<file path="config.mk">
export PLATFORM = sky130hd
export DESIGN_NAME = uart_tx_cfg_flat
export DESIGN_NICKNAME = d
export VERILOG_FILES = /design/src/rtl/uart_tx_cfg_if.sv /design/src/rtl/uart_tx_cfg.sv /design/src/flat_wrapper.sv
export SDC_FILE = /design/constraint.sdc
export NUM_CORES = 1
export LEC_CHECK = 0
export CORE_AREA = 3 3 52 54
export DETAILED_ROUTE_END_ITERATION = 10
export DIE_AREA = 0 0 55 57
export PLACE_DENSITY_LB_ADDON = 0.1
export SLEW_MARGIN = 40
export SYNTH_ARGS = -nofsm -noshare
export SYNTH_HDL_FRONTEND = slang
export SYNTH_SLANG_ARGS = --single-unit
</file>
<file path="constraint.sdc">
create_clock -name clk -period 3 [get_ports clk]
set_input_delay 0.6 -clock clk [delete_from_list [all_inputs] [get_ports clk]]
set_output_delay 0.6 -clock clk [all_outputs]
set_load 0.1 [all_outputs]
</file>
<file path="src/rtl/uart_tx_cfg_if.sv">
// rtl/uart_tx_cfg_if.sv - upstream byte handshake into the UART transmitter holding register
interface uart_tx_cfg_if #(
  parameter int DATA_BITS = 8
);
  logic                 in_valid;
  logic [DATA_BITS-1:0] in_data;
  logic                 in_ready;

  modport master (
    output in_valid,
    output in_data,
    input  in_ready
  );

  modport slave (
    input  in_valid,
    input  in_data,
    output in_ready
  );
endinterface

</file>
<file path="src/rtl/uart_tx_cfg.sv">
// rtl/uart_tx_cfg.sv - configurable UART transmitter with one-entry holding register; parity under UART_TX_PARITY_EN
module uart_tx_cfg #(
  parameter int DATA_BITS = 8,
  parameter int STOP_BITS = 1
) (
  input  logic         clk,
  input  logic         rst_n,
  input  logic         baud_tick,
  uart_tx_cfg_if.slave s_in,
  input  logic         parity_en,
  input  logic         parity_odd,
  output logic         tx_line,
  output logic         busy,
  output logic         done
);

  if (DATA_BITS < 5 || DATA_BITS > 9 || STOP_BITS < 1 || STOP_BITS > 2) begin : g_bad_cfg
    $error("uart_tx_cfg: DATA_BITS must be 5..9 and STOP_BITS 1..2");
  end

  localparam logic [3:0] LP_LAST_DATA = 4'(DATA_BITS - 1);
  localparam logic [3:0] LP_LAST_STOP = 4'(STOP_BITS - 1);

`ifdef UART_TX_PARITY_EN
  typedef enum logic [2:0] {S_IDLE, S_START, S_DATA, S_PARITY, S_STOP} state_t;
`else
  typedef enum logic [2:0] {S_IDLE, S_START, S_DATA, S_STOP} state_t;
`endif

  state_t               r_state;
  state_t               w_state_nxt;
  logic                 r_tx;
  logic                 r_done;
  logic [DATA_BITS-1:0] r_shift;
  logic [3:0]           r_bit_cnt;
  logic [DATA_BITS-1:0] r_hold_data;
  logic                 r_hold_full;

  logic                 w_tx_nxt;
  logic                 w_done_nxt;
  logic                 w_load;
  logic                 w_shift;
  logic                 w_cnt_clr;
  logic                 w_cnt_inc;
  logic                 w_accept;

`ifdef UART_TX_PARITY_EN
  // Frame-wide parity settings, captured when the shifter is loaded.
  logic                 r_par_en;
  logic                 r_par_bit;
`else
  logic                 w_unused_parity;
  assign w_unused_parity = parity_en ^ parity_odd;
`endif

  // Holding register is empty exactly when upstream may hand over a byte.
  assign s_in.in_ready = ~r_hold_full;
  assign w_accept      = s_in.in_valid & ~r_hold_full;

  assign tx_line = r_tx;
  assign busy    = (r_state != S_IDLE);
  assign done    = r_done;

  // State register.
  always_ff @(posedge clk) begin
    if (!rst_n) r_state <= S_IDLE;
    else        r_state <= w_state_nxt;
  end

  // Next-state and per-edge datapath controls; the line value moves with the state.
  always_comb begin
    w_state_nxt = r_state;
    w_tx_nxt    = r_tx;
    w_done_nxt  = 1'b0;
    w_load      = 1'b0;
    w_shift     = 1'b0;
    w_cnt_clr   = 1'b0;
    w_cnt_inc   = 1'b0;
    case (r_state)
      S_IDLE: begin
        w_tx_nxt = 1'b1;
        if (r_hold_full) begin
          w_load      = 1'b1;
          w_state_nxt = S_START;
          w_tx_nxt    = 1'b0;
        end
      end
      S_START: begin
        if (baud_tick) begin
          w_state_nxt = S_DATA;
          w_tx_nxt    = r_shift[0];
          w_shift     = 1'b1;
          w_cnt_clr   = 1'b1;
        end
      end
      S_DATA: begin
        if (baud_tick) begin
          if (r_bit_cnt == LP_LAST_DATA) begin
            w_cnt_clr = 1'b1;
`ifdef UART_TX_PARITY_EN
            if (r_par_en) begin
              w_state_nxt = S_PARITY;
              w_tx_nxt    = r_par_bit;
            end else begin
              w_state_nxt = S_STOP;
              w_tx_nxt    = 1'b1;
            end
`else
            w_state_nxt = S_STOP;
            w_tx_nxt    = 1'b1;
`endif
          end else begin
            w_tx_nxt  = r_shift[0];
            w_shift   = 1'b1;
            w_cnt_inc = 1'b1;
          end
        end
      end
`ifdef UART_TX_PARITY_EN
      S_PARITY: begin
        if (baud_tick) begin
          w_state_nxt = S_STOP;
          w_tx_nxt    = 1'b1;
          w_cnt_clr   = 1'b1;
        end
      end
`endif
      S_STOP: begin
        if (baud_tick) begin
          if (r_bit_cnt == LP_LAST_STOP) begin
            w_done_nxt = 1'b1;
            if (r_hold_full) begin
              // Queued byte starts immediately: no idle cycle between frames.
              w_load      = 1'b1;
              w_state_nxt = S_START;
              w_tx_nxt    = 1'b0;
            end else begin
              w_state_nxt = S_IDLE;
              w_tx_nxt    = 1'b1;
            end
          end else begin
            w_cnt_inc = 1'b1;
          end
        end
      end
      default: begin
        w_state_nxt = S_IDLE;
        w_tx_nxt    = 1'b1;
      end
    endcase
  end

  // Line driver, done pulse, shifter and bit counter.
  always_ff @(posedge clk) begin
    if (!rst_n) begin
      r_tx      <= 1'b1;
      r_done    <= 1'b0;
      r_shift   <= '0;
      r_bit_cnt <= '0;
    end else begin
      r_tx   <= w_tx_nxt;
      r_done <= w_done_nxt;
      if (w_load)       r_shift <= r_hold_data;
      else if (w_shift) r_shift <= r_shift >> 1;
      if (w_cnt_clr)      r_bit_cnt <= '0;
      else if (w_cnt_inc) r_bit_cnt <= r_bit_cnt + 4'd1;
    end
  end

`ifdef UART_TX_PARITY_EN
  // Parity mode and bit are frozen at load so mid-frame input changes do not matter.
  always_ff @(posedge clk) begin
    if (!rst_n) begin
      r_par_en  <= 1'b0;
      r_par_bit <= 1'b0;
    end else if (w_load) begin
      r_par_en  <= parity_en;
      r_par_bit <= (^r_hold_data) ^ parity_odd;
    end
  end
`endif

  // Holding register: filled on handshake, emptied when the shifter takes it.
  always_ff @(posedge clk) begin
    if (!rst_n) begin
      r_hold_full <= 1'b0;
      r_hold_data <= '0;
    end else if (w_load) begin
      r_hold_full <= 1'b0;
    end else if (w_accept) begin
      r_hold_full <= 1'b1;
      r_hold_data <= s_in.in_data;
    end
  end

endmodule

</file>
<file path="src/flat_wrapper.sv">
// flat-port wrapper written by rule: the top's interface ports become plain ports
module uart_tx_cfg_flat 
#(
  parameter int DATA_BITS = 8,
  parameter int STOP_BITS = 1
)
  (clk, rst_n, baud_tick, parity_en, parity_odd, tx_line, busy, done, s_in_in_valid, s_in_in_data, s_in_in_ready);
  uart_tx_cfg_if #(.DATA_BITS(DATA_BITS)) s_in_i ();
  input  logic clk;
  input  logic rst_n;
  input  logic baud_tick;
  input  logic parity_en;
  input  logic parity_odd;
  output logic tx_line;
  output logic busy;
  output logic done;
  input wire logic [$bits(s_in_i.in_valid)-1:0] s_in_in_valid;
  input wire logic [$bits(s_in_i.in_data)-1:0] s_in_in_data;
  output wire logic [$bits(s_in_i.in_ready)-1:0] s_in_in_ready;
  assign s_in_i.in_valid = s_in_in_valid;
  assign s_in_i.in_data = s_in_in_data;
  assign s_in_in_ready = s_in_i.in_ready;
  uart_tx_cfg #(.DATA_BITS(DATA_BITS), .STOP_BITS(STOP_BITS)) u_core (.clk(clk), .rst_n(rst_n), .baud_tick(baud_tick), .s_in(s_in_i), .parity_en(parity_en), .parity_odd(parity_odd), .tx_line(tx_line), .busy(busy), .done(done));
endmodule
</file>
### Word-level counts from Yosys, hierarchy flattened

Index checks and enable logic that the tools add are counted.
Widths: inputs -> output; s select.

| operators by class | value |
|---|---|
| add/subtract/negate cells | 1 |
| equality and inequality tests | 10 |
| muxes and demuxes | 32 |
| bitwise logic cells | 4 |
| reduce and logical (&&, ||, !) cells | 10 |

Operators by type and width:

| operator | number |
|---|---|
| $mux 1 | 18 |
| $mux 3 | 6 |
| $mux 8 | 2 |
| $pmux 3 s4 | 1 |
| $pmux 1 s2 | 4 |
| $eq 3x2->1 const B | 2 |
| $ne 2x1->1 const B | 3 |
| $ne 2x2->1 const B | 3 |
| $reduce_and 6->1 | 1 |
| $add 4x1->4 const B | 1 |
| $eq 4x3->1 const B | 1 |
| $logic_not 4->1 | 1 |
| $pmux 1 s4 | 1 |
| $reduce_and 4->1 | 1 |
| $reduce_or 2->1 | 2 |
| $eq 3x1->1 const B | 1 |
| $logic_not 3->1 | 1 |
| $not 1->1 | 3 |
| $reduce_and 3->1 | 1 |
| $reduce_bool 3->1 | 1 |
| $reduce_and 2->1 | 1 |
| $reduce_bool 2->1 | 1 |
| $and 1x1->1 | 1 |

| storage, ports and cells | value |
|---|---|
| register bits after elaboration | 26 |
| output and inout bits | 4 |
| logic and storage cells | 64 |

### Logic depth before layout (Yosys ltp)

| logic depth | value |
|---|---|
| depth after elaboration | 6 |
| depth in mapped cells | 8 |
| mapped depth without buffers | 6 |

### Worst setup path before layout

OpenSTA, ideal clock, no wires.

| path | value |
|---|---|
| kind | register to register |
| start | reg u_core.r_state[0] |
| end | reg u_core.r_shift[0] |
| setup time | 74 ps |
| arrival | 1969 ps |
| path slack | 957 ps |
| stages on the path, launching flop included | 8 |
| path buffers | 1 |
| clock period less this slack | 2043 ps |
| path through | dfxtp_1 -> inv_1 -> ha_1 -> inv_1 -> o32a_1 -> buf_2 -> o21ai_1 -> a31oi_1 |

| between the ends | value |
|---|---|
| word-level cells in the longest chain between the ends | 3 |

Ends and longest elaborated chain:

| what | line | RTL |
|---|---|---|
| start, declared | uart_tx_cfg.sv:30 | `state_t r_state;` |
| start signal, assigned | uart_tx_cfg.sv:67 | `else r_state <= w_state_nxt;` |
| $eq 3x2->1 (tied with other cells) | uart_tx_cfg.sv:79 | `case (r_state)` |
| $pmux 1 s2 | uart_tx_cfg.sv:79 |  |
| $mux 8 or $reduce_bool 2->1 (tied branches) | -- |  |
| end signal, assigned | uart_tx_cfg.sv:163 | `if (w_load) r_shift <= r_hold_data;` |
| end signal, assigned | uart_tx_cfg.sv:164 | `else if (w_shift) r_shift <= r_shift >> 1;` |
| end, declared | uart_tx_cfg.sv:34 | `logic [DATA_BITS-1:0] r_shift;` |

Several ways; a longest one is shown, not always the timed one.
A chain may end at the register's enable or synchronous reset.

### Worst setup path after layout

| path | value |
|---|---|
| start | reg u_core.r_state[0] |
| end | out busy |

| between the ends | value |
|---|---|
| word-level cells in the longest chain between the ends | 1 |

Ends and longest elaborated chain:

| what | line | RTL |
|---|---|---|
| $reduce_bool 3->1 | uart_tx_cfg.sv:61 | `assign busy = (r_state != S_IDLE);` |
| end, declared | flat_wrapper.sv:15 | `output logic busy;` |

Every way passes these cells.

==> results.ini <==
[critical_path]
slowest_delay_ns=0.40
slowest_stage=dfxtp_1
path_class=reg2out
cp-end-kind=primary output
rr_worst_depth=6
crit-reg2reg-capture=u_core.r_shift[7]
path_common_cell=inv_1
critPathMaxFanout=3
r2r_start=u_core.r_state[0]
arrival_ns=1.44
required_ns=2.40
start_kind=flip-flop
r2r_setup_slack_ns=1.01
crit_chain=inv_1 -> ha_1 -> inv_1 -> buf_4

[finish]
drive_above_1_share=0.0705
diodes=0
syn_to_final_growth_pct=13.8
fin_nets=177

[sta]
hold_violations=0
setup_tns_ns=0
finClkSkew_ns=0.00580
fin_crit_sh=0.679
tightestPinTransition_ns=0.673
rsz0062_at_grt=no
fmaxAchievable_mhz=491
max-slew-margin-rel=0.550
report.final.slew_viol_count=0
setup_viol=0
period_needed_ns=2.04

[power_and_ir_drop]
clkPwrFrac=0.136
cellPowerDensity_nw_per_um2=785
ir_worst_vdd_mv=0.695
power_leakage_uw=0.000538
share_comb_of_total_power=0.478
sw_frac_of_total=0.447
p_int_uw=623
p_switching_uw=504
p_seq_frac=0.386
power_uw=1130

[logic_synthesis]
synth_edf_count=0
syn_inst=144
synth_nets=164
yosysMostFrequentCell=dfxtp_1
synth_top_area_frac=0.396
syn-cell-area_sq_um=1260
syn_avg_cell_area_sq_um=8.77
ys.flop_type=dfxtp_1
synth.top_cells.by_count=25 x dfxtp_1, 13 x nand2_1, 10 x inv_1, 10 x nor2_1, 9 x nor2b_1
synth_seq_cells=25
seq_area_frac_synth=0.396
yosys_warnings=0
yosysUniqueCellTypes=37
async_flop_share=0
synth_area_leaders=dfxtp_1 40%, ha_1 5.9%, mux2i_1 5.6%
synth_largest_area_cell=dfxtp_1

[die]
fp.dieW_microns=55
die-area_sq_um=3140
start_util=0.560
core_area_sq_um=2250
io_pins=18
die_h_microns=57
row_count=17

[cts]
cts_setup_buffers=0
cts.htree.levels=1
cts_hold_buf=0
root_buffer=clkbuf_4
post_cts_resized=0
clockBufferDepth=2
path_clk_slew_ns=0.14
cts_tree=done
numCtsBuffers=3
cts_num_sinks=25
clock_latency_ns=0.33

[grt]
grt_pass1_wl_mm=4.17
grt_max_degree=24
grt_pass1_vias=943
grt_overflow=0
grt_usage=0.179
antenna_found_initial=0

[hold_path]
hp-start=u_core.r_shift[5]
hold_path.class=reg2reg
hold_path_end=u_core.r_shift[5]
min_path_cells=2

[route]
wl_per_cell_microns=13.3
antenna_left=0
drtIter0Drc=10
vias=1012
viasPerCell=5.50
drc=0
drt-total-wl_mm=2.45
detail_route.first_pass.iterations=4

[outcome]
status=complete, no violations

[placement]
io_buffers=15
gp_congestion=0.758
dp_hpwl_mm=1.80

[flow_run]
maxCapViolCount=0

-- cells in the final DEF (no fill, tap or decap), types with 2 or more instances in the layout --
master / instances
dfxtp_1: 25
nor3_1: 4
or3_1: 2
a21oi_1: 5
nand2_1: 13
nor2_1: 10
a2bb2oi_1: 3
a21boi_1: 2
clkbuf_4: 3
mux2i_1: 7
nand3_1: 4
o211ai_1: 4
nand4b_1: 2
o21ai_1: 4
clkdlybuf4s50_1: 11
inv_1: 10
nor2b_1: 9
o21ai_0: 5
xnor2_1: 2
a31oi_1: 5
ha_1: 6
buf_4: 5
-- kinds of logic after synthesis --
group,Yosys count,share of synthesized area
buf+inv,18,0.0585
simple gates,51,0.232
xor+xnor,2,0.0139
mux,7,0.0555
compound gates,35,0.184
fa+ha+maj,6,0.0595
flops,25,0.396
-- state kept, by name (all words and copies together) (netlist names) --
name	cells
u_core.done	1
u_core.r_bit_cnt	4
u_core.r_hold_data	8
u_core.r_hold_full	1
u_core.r_shift	8
u_core.r_state	2
u_core.tx_line	1
-- final cells by class --
class / instances / area, sq um
clock buffers: 3 / 22.5
clock inverters: 1 / 5.00
fillers: 230 / 818
inverters: 10 / 37.5
multi-input cells: 101 / 688
flip-flops and latches: 25 / 500
well taps: 28 / 35.0
repair buffers: 16 / 148
-- how the worst max path moves through the flow --
stage | startpoint | endpoint | slack, ns | cells after the start
5_1_grt | u_core.r_state[1] | u_core.r_shift[7] | 0.88 | 6
3_5_place_dp | baud_tick | u_core.r_bit_cnt[3] | 0.73 | 5
2_1_floorplan | u_core.r_state[0] | u_core.r_shift[0] | 0.96 | 7
6_report | u_core.r_state[0] | busy | 0.96 | 4
3_3_place_gp | baud_tick | u_core.r_shift[7] | 0.75 | 5
4_1_cts | u_core.r_state[0] | busy | 0.95 | 4
-- metal layers --
layer	GRT usage	routed length, microns	up-vias
met5	0	0	-
met1	0.260	1270	459
li1	-	-	526
met4	0.0938	51	0
met3	0.0261	69	5
met2	0.252	1070	22
-- per-stage QoR --
stage          std cells  setup slack (ns)  hold WS, ns  area [sq um]  utilization
3_3_place_gp         180             0.747        0.452          1410        0.625
4_1_cts              184             0.950        0.486          1440        0.637
6_report             184             0.962        0.488          1440        0.637
5_1_grt              184             0.877        0.510          1440        0.637
2_1_floorplan        144             0.957        0.445          1260            -
3_5_place_dp         180             0.730        0.463          1410        0.625
-- power groups by stage --
stage	Sequential [uW]	Clock, uW	Combinational, uW
4_1_cts	434	161	536
3_3_place_gp	437	0	521
2_1_floorplan	486	0	382
6_report	436	154	539
3_5_place_dp	442	0	534
5_1_grt	442	172	589
-- critical path: cells and delay by family (launching register included) --
family | cells | cell delay (ns)
fa+ha+maj | 1 | 0.21
flops | 1 | 0.40
buf+inv | 3 | 0.50
No activity file was read; power rests on OpenSTA's default activity.
